$ cat src/rtl/dmem_pkg.sv
// dmem_pkg: shared types for the data-memory path.
//   mem_mode_t  - access mode encoding (shared with data memory and decoder)
//   dmem_req_t  - one captured access {we, addr, mode, wdata}
//   mode_size() - access size in bytes for a mode (4 for undefined modes)
package dmem_pkg;

    typedef enum logic [2:0] {
        BYTE              = 3'b000,
        HALFWORD          = 3'b001,
        WORD              = 3'b010,
        BYTE_UNSIGNED     = 3'b011,
        HALFWORD_UNSIGNED = 3'b100
    } mem_mode_t;

    typedef struct packed {
        logic        we;
        logic [31:0] addr;
        logic [2:0]  mode;   // raw field: undefined encodings must survive to the legality check
        logic [31:0] wdata;
    } dmem_req_t;

    function automatic logic [2:0] mode_size(input logic [2:0] mode);
        case (mode)
            BYTE, BYTE_UNSIGNED:         mode_size = 3'd1;
            HALFWORD, HALFWORD_UNSIGNED: mode_size = 3'd2;
            default:                     mode_size = 3'd4;
        endcase
    endfunction

endpackage

$ cat src/rtl/dmem_rr_arb.sv
// dmem_rr_arb: 2-way round-robin arbiter with a bounded ownership lock.
//   clk, rst   - clock, asynchronous active-high reset
//   req[1:0]   - request per requester
//   lock[1:0]  - requester asks to keep ownership for its next access
//   gnt[1:0]   - combinational one-hot grant (0 while rst is high)
// A requester whose previous grant carried lock=1 keeps winning while it
// requests, until it has held LOCK_MAX consecutive grants; it then competes
// by plain round-robin so the other requester is served next.
module dmem_rr_arb #(
    parameter int LOCK_MAX = 4
) (
    input  logic       clk,
    input  logic       rst,
    input  logic [1:0] req,
    input  logic [1:0] lock,
    output logic [1:0] gnt
);

    logic       rr_ptr;     // requester that wins a conflict
    logic       lock_vld;   // previous grant carried lock=1
    logic       lock_id;    // owner of that grant
    logic [3:0] lock_cnt;   // grants held in the current locked run
    logic       lock_hit;
    logic       gid;
    logic       any_gnt;

    always_comb begin
        lock_hit = lock_vld & req[lock_id] & (lock_cnt < 4'(LOCK_MAX));
        gnt      = 2'b00;
        if (rst) begin
            gnt = 2'b00;
        end else if (lock_hit) begin
            gnt = lock_id ? 2'b10 : 2'b01;
        end else if (req == 2'b11) begin
            gnt = rr_ptr ? 2'b10 : 2'b01;
        end else begin
            gnt = req;
        end
        gid     = gnt[1];
        any_gnt = |gnt;
    end

    always_ff @(posedge clk or posedge rst) begin
        if (rst) begin
            rr_ptr   <= 1'b0;
            lock_vld <= 1'b0;
            lock_id  <= 1'b0;
            lock_cnt <= 4'd0;
        end else if (any_gnt) begin
            rr_ptr <= ~gid;
            if (lock[gid]) begin
                lock_vld <= 1'b1;
                lock_id  <= gid;
                // A grant won through round-robin starts a fresh locked run.
                lock_cnt <= lock_hit ? lock_cnt + 4'd1 : 4'd1;
            end else begin
                lock_vld <= 1'b0;
                lock_cnt <= 4'd0;
            end
        end else begin
            // Nobody requested, so the owner has dropped req.
            lock_vld <= 1'b0;
            lock_cnt <= 4'd0;
        end
    end

endmodule

$ cat src/rtl/dmem_arbiter.sv
// dmem_arbiter: two-requester arbiter/sequencer for the single-port,
// big-endian, byte-addressed data memory (async read, sync write).
//   clk, rst                 - clock, asynchronous active-high reset
//   req/lock/we/addr/mode/wdata [1:0] - per-requester access (0 = core, 1 = debug/DMA)
//   gnt[1:0]                 - one-hot accept this cycle
//   rsp_valid[1:0]           - one-cycle response pulse to the requester served
//   rsp_rdata, rsp_err       - load data / rejection flag, valid with rsp_valid
//   mem_rd_en, mem_wr_en, mem_addr, mem_acc_mode, mem_wdata, mem_rdata - memory port
// Handshake: a requester holds req and its access fields stable until it sees
// gnt; the access is taken in the cycle gnt is high and only the values
// present in that cycle are used. There is no backpressure after gnt.
// Pipeline: grant in N, memory access in N+1, response pulse in N+2.
// Illegal accesses travel the pipeline but never enable the memory.
module dmem_arbiter
    import dmem_pkg::*;
#(
    parameter int MEM_BYTES = 100,
    parameter int LOCK_MAX  = 4
) (
    input  logic            clk,
    input  logic            rst,
    input  logic [1:0]      req,
    input  logic [1:0]      lock,
    input  logic [1:0]      we,
    input  logic [1:0][31:0] addr,
    input  logic [1:0][2:0] mode,
    input  logic [1:0][31:0] wdata,
    output logic [1:0]      gnt,
    output logic [1:0]      rsp_valid,
    output logic [31:0]     rsp_rdata,
    output logic            rsp_err,
    output logic            mem_rd_en,
    output logic            mem_wr_en,
    output logic [31:0]     mem_addr,
    output logic [2:0]      mem_acc_mode,
    output logic [31:0]     mem_wdata,
    input  logic [31:0]     mem_rdata
);

    dmem_rr_arb #(.LOCK_MAX(LOCK_MAX)) u_arb (
        .clk  (clk),
        .rst  (rst),
        .req  (req),
        .lock (lock),
        .gnt  (gnt)
    );

    // Accept stage: select the winner's fields and check legality.
    dmem_req_t  sel;
    logic       sel_id;
    logic       sel_err;
    logic [2:0] sel_size;
    logic [32:0] sel_end;

    always_comb begin
        sel_id    = gnt[1];
        sel.we    = we[sel_id];
        sel.addr  = addr[sel_id];
        sel.mode  = mode[sel_id];
        sel.wdata = wdata[sel_id];
        sel_size  = mode_size(sel.mode);
        // 33-bit end address so a huge addr cannot wrap into range.
        sel_end   = {1'b0, sel.addr} + {30'd0, sel_size};
        sel_err   = (sel.mode > 3'b100)
                  | (sel.we & ((sel.mode == BYTE_UNSIGNED) | (sel.mode == HALFWORD_UNSIGNED)))
                  | (((sel.mode == HALFWORD) | (sel.mode == HALFWORD_UNSIGNED)) & sel.addr[0])
                  | ((sel.mode == WORD) & (sel.addr[1:0] != 2'b00))
                  | (sel_end > 33'(MEM_BYTES));
    end

    // Issue register.
    logic      iss_vld;
    logic      iss_id;
    logic      iss_err;
    dmem_req_t iss;

    always_ff @(posedge clk or posedge rst) begin
        if (rst) begin
            iss_vld <= 1'b0;
            iss_id  <= 1'b0;
            iss_err <= 1'b0;
            iss     <= '0;
        end else begin
            iss_vld <= |gnt;
            if (|gnt) begin
                iss_id  <= sel_id;
                iss_err <= sel_err;
                iss     <= sel;
            end
        end
    end

    assign mem_rd_en    = iss_vld & ~iss.we & ~iss_err;
    assign mem_wr_en    = iss_vld &  iss.we & ~iss_err;
    assign mem_addr     = iss.addr;
    assign mem_acc_mode = iss.mode;
    assign mem_wdata    = iss.wdata;

    // Response stage.
    always_ff @(posedge clk or posedge rst) begin
        if (rst) begin
            rsp_valid <= 2'b00;
            rsp_err   <= 1'b0;
            rsp_rdata <= 32'd0;
        end else begin
            rsp_valid <= iss_vld ? (iss_id ? 2'b10 : 2'b01) : 2'b00;
            rsp_err   <= iss_vld & iss_err;
            rsp_rdata <= mem_rd_en ? mem_rdata : 32'd0;
        end
    end

endmodule

$ cat config.mk
export PLATFORM = sky130hd
export DESIGN_NAME = dmem_arbiter
export DESIGN_NICKNAME = d
export VERILOG_FILES = /design/src/rtl/dmem_pkg.sv /design/src/rtl/dmem_rr_arb.sv /design/src/rtl/dmem_arbiter.sv
export SDC_FILE = /design/constraint.sdc
export NUM_CORES = 1
export LEC_CHECK = 0
export CAP_MARGIN = 20
export CORE_UTILIZATION = 44
export DETAILED_ROUTE_END_ITERATION = 10
export PLACE_DENSITY = 0.82
export REMOVE_ABC_BUFFERS = 1
export SLEW_MARGIN = 0
export SYNTH_ARGS = -nofsm -noshare
export SYNTH_HDL_FRONTEND = slang
export SYNTH_SLANG_ARGS = --single-unit
$ cat constraint.sdc
create_clock -name clk -period 7.15 [get_ports clk]
set_input_delay 1.0725 -clock clk [delete_from_list [all_inputs] [get_ports clk]]
set_output_delay 1.0725 -clock clk [all_outputs]
set_load 0.02 [all_outputs]
==> out/qor.yml <==
port_buffers: 279
yosysSeqAreaShare_pct: 41.1
crit_buf_inv: 4
critPathMaxFanout: 27
cts_tree: "built"
finClkSkew_ns: 0.0105
powerDensity_nw_per_um2: 239
die-area_um2: 16200
die_w_um: 127
drc: 0
clock_path_buffers: 2
cp.depth: 18
wl_per_cell_um: 18.1
first_pass_iters: 5
p_leak_nw: 4.18
grt_start_max_net_pins: 94
synth_cell_types: 67
grt_pass1_vias: 6519
dpl.hpwl_mm: 16.2
critPathArrivalTime_ns: 5.39
end_kind: "register"
layout_min_cycle_time_ns: 5.11
drtIter0Drc: 519
synth_edf_count: 0
setup_violations: 0
hold_buffers: 0
place_area_um2: 9330
wl_mm: 22.6
synth_area_per_cell_um2: 8.36
ios: 280
critPathSlowestCell: "clkdlybuf4s50_1"
ir_worst_vdd_mv: 0.173
cp.required_ns: 7.43
routed.top_layer: "met4"
nets: 1200
design_area_um2: 9970
antenna_found_initial: 0
clock_latency_ns: 0.42
maxSlewHeadroom_pct: 39.6
multi_input_area_um2: 3330
seqCellArea_um2: 2830
grt_usage_pct: 28.2
yosys_register_bits: 113
tightest_slew_ns: 0.906
die_h_um: 127
drive_gt1_share_pct: 6.19
rows: 45
min_path_cells: 1
critical_path_class: "in2reg"
overflow: 0
min_from: "iss_id"
ctsResizeCount: 0
r2r-start: "u_arb.lock_cnt[2]"
coreArea_um2: 15300
vias_per_cell: 5.45
worstPathCellList: "clkdlybuf4s50_1 > nor2b_1 > nand2_4 > inv_1 > buf_4 > nand2_1 > nand2_1 > ha_1 > fa_1 > a21oi_1 > buf_4 > or3_1 > nor3_1 > a31oi_1 > o21bai_1 > a221o_1 > and4bb_1 > a31oi_1"
postCtsSetupRepairBufs: 0
n_antenna_cell: 0
crit_family: "simple AND/OR/NAND/NOR gates"
initial_core_util_pct: 45.1
max_stage_delay_ns: 0.53
rsz0062_at_grt: "no"
gp_congestion: 0.976
worst_setup_path_start_kind: "input port"
finalWorstSetupSlack_ns: 2.04
drv_slew: 0
hold_viol_final: 0
cts-root-buf: "clkbuf_16"
htreeDepth: 4
max_freq_ghz: 0.196
cts.sinks: 113
worst-r2r-cell-count: 16
run_status: "finished, final reports clean"
synthCells: 824
syn_area_um2: 6890
max-cap-violations: 0
fin_crit_sh_pct: 71.5
synth-async-reset-ratio_pct: 100
met3_length_mm: 1.52
fill_cells: 1267
hold_ws_ns: 0.442
grt_first_pass_wirelength_mm: 35.4
yosys_warnings: 0
ant_nets: 0
pre_cts_ws_ns: 1.66
min_path_type: "reg2reg"
crit_start: "req[1]"
ys.flop_type: "dfrtp_1"
numCtsBuffers: 17
vias: 6785
routed-wl-met2_mm: 10.9
area_delta_synth_final_pct: 44.9
path_clk_slew_ns: 0.05
met1_length_mm: 9.83
==> state kept, by name, indices dropped and copies added (netlist names) <==
name,cells
rsp_valid,2
rsp_rdata,32
u_arb.lock_id,1
iss_vld,1
iss,1
mem_addr,32
u_arb.rr_ptr,1
u_arb.lock_vld,1
mem_wdata,32
iss_err,1
u_arb.lock_cnt,4
rsp_err,1
mem_acc_mode,3
iss_id,1
==> final timing paths <==
| kind | to | slack (ns) |
|---|---|---|
| max in group asynchronous | mem_wdata[13] | 5.08 |
| min in group asynchronous | mem_addr[4] | 1.06 |
| max reg2reg | iss_err | 2.45 |
| max | iss_err | 2.04 |
| min reg2reg | rsp_valid[0] | 0.44 |
| min | rsp_valid[0] | 0.44 |
==> cell usage after synthesis, drive strengths merged, types with 5 or more instances <==
cell	n	area, um2
nand2	169	637
dfrtp	113	2830
buf	91	626
nor2	82	308
a31oi	65	407
and2	36	225
nand3	22	128
nor3	22	110
clkbuf	20	76.3
nor4	15	93.8
a21oi	14	70.1
nand4	14	87.6
xor2	12	105
and3	11	68.8
mux2i	11	110
inv	10	37.5
o21ai	10	50.1
a22oi	8	60.1
or3	8	50.1
xnor2	8	70.1
mux2	6	67.6
a211oi	5	37.5
o211ai	5	42.5
or2	5	31.3
==> per-stage QoR <==
stage                     util [%]  TNS (ns)  power [W]  instances
after global routing          65.4         0    0.00248       1245
after floorplan                  -    -31.63    0.00111        713
final                         65.4         0    0.00238       1245
after CTS                     65.2         0    0.00239       1244
after global placement        61.1         0    0.00148       1212
after detailed placement      61.1         0    0.00149       1212
==> worst reg2reg max path: stages, from the launching register on <==
cell	delay [ns]
dfrtp_1	0.37
nor3b_1	0.45
o211ai_2	0.22
nand2_4	0.28
inv_1	0.10
buf_4	0.23
o31ai_1	0.57
fa_1	0.33
a21oi_1	0.08
buf_4	0.18
or3_1	0.46
nor3_1	0.29
a31oi_1	0.14
o21bai_1	0.21
a221o_1	0.32
and4bb_1	0.26
a31oi_1	0.08
==> layer usage <==
layer	GRT usage, %	vias up
met2	46.0	293
li1	-	3230
met4	8.82	0
met3	5.82	29
met1	37.8	3233
met5	0	-
==> cells in the final DEF (no fill, tap or decap), drive strengths merged, types with 5 or more instances in the layout <==
master | Yosys | final
nand3 | 22 | 22
dfrtp | 113 | 113
clkbuf | 20 | 22
nor2 | 82 | 82
xor2 | 12 | 12
nor4 | 15 | 15
or2 | 5 | 5
mux2 | 6 | 6
inv | 10 | 10
nor3 | 22 | 22
a22oi | 8 | 8
a21oi | 14 | 14
and3 | 11 | 11
a31oi | 65 | 65
and2 | 36 | 36
xnor2 | 8 | 8
mux2i | 11 | 11
a211oi | 5 | 5
clkdlybuf4s50 | 0 | 279
nand4 | 14 | 14
or3 | 8 | 8
o211ai | 5 | 5
o21ai | 10 | 10
nand2 | 169 | 169
buf | 91 | 10
==> cell type report <==
type,count,area share (%)
multi-input combinational,590,33.4
clock inverter,10,1.58
inverter,10,0.401
clock buffer,22,4.65
tap,211,2.65
timing repair buffer,289,29.0
sequential,113,28.3
==> kinds of logic (layout without fill, tap and decap cells) <==
kind of cell,Yosys count,count (layout),synth area share (%)
buffers and inverters,121,331,10.7
DFF,113,113,41.1
and+or+nand+nor,400,400,27.2
adders and majority gates,5,5,1.02
other,1,1,0.0545
AOI/OAI and AO/OA,147,147,14.8
xor gates and xnor gates,20,20,2.54
muxes,17,17,2.58
==> power breakdown <==
group / internal, W / switching, W
clock network: 0.000599 / 0.000298
registers: 0.000734 / 0.0000550
logic: 0.000332 / 0.000364
No activity file was read; power rests on OpenSTA's default activity.
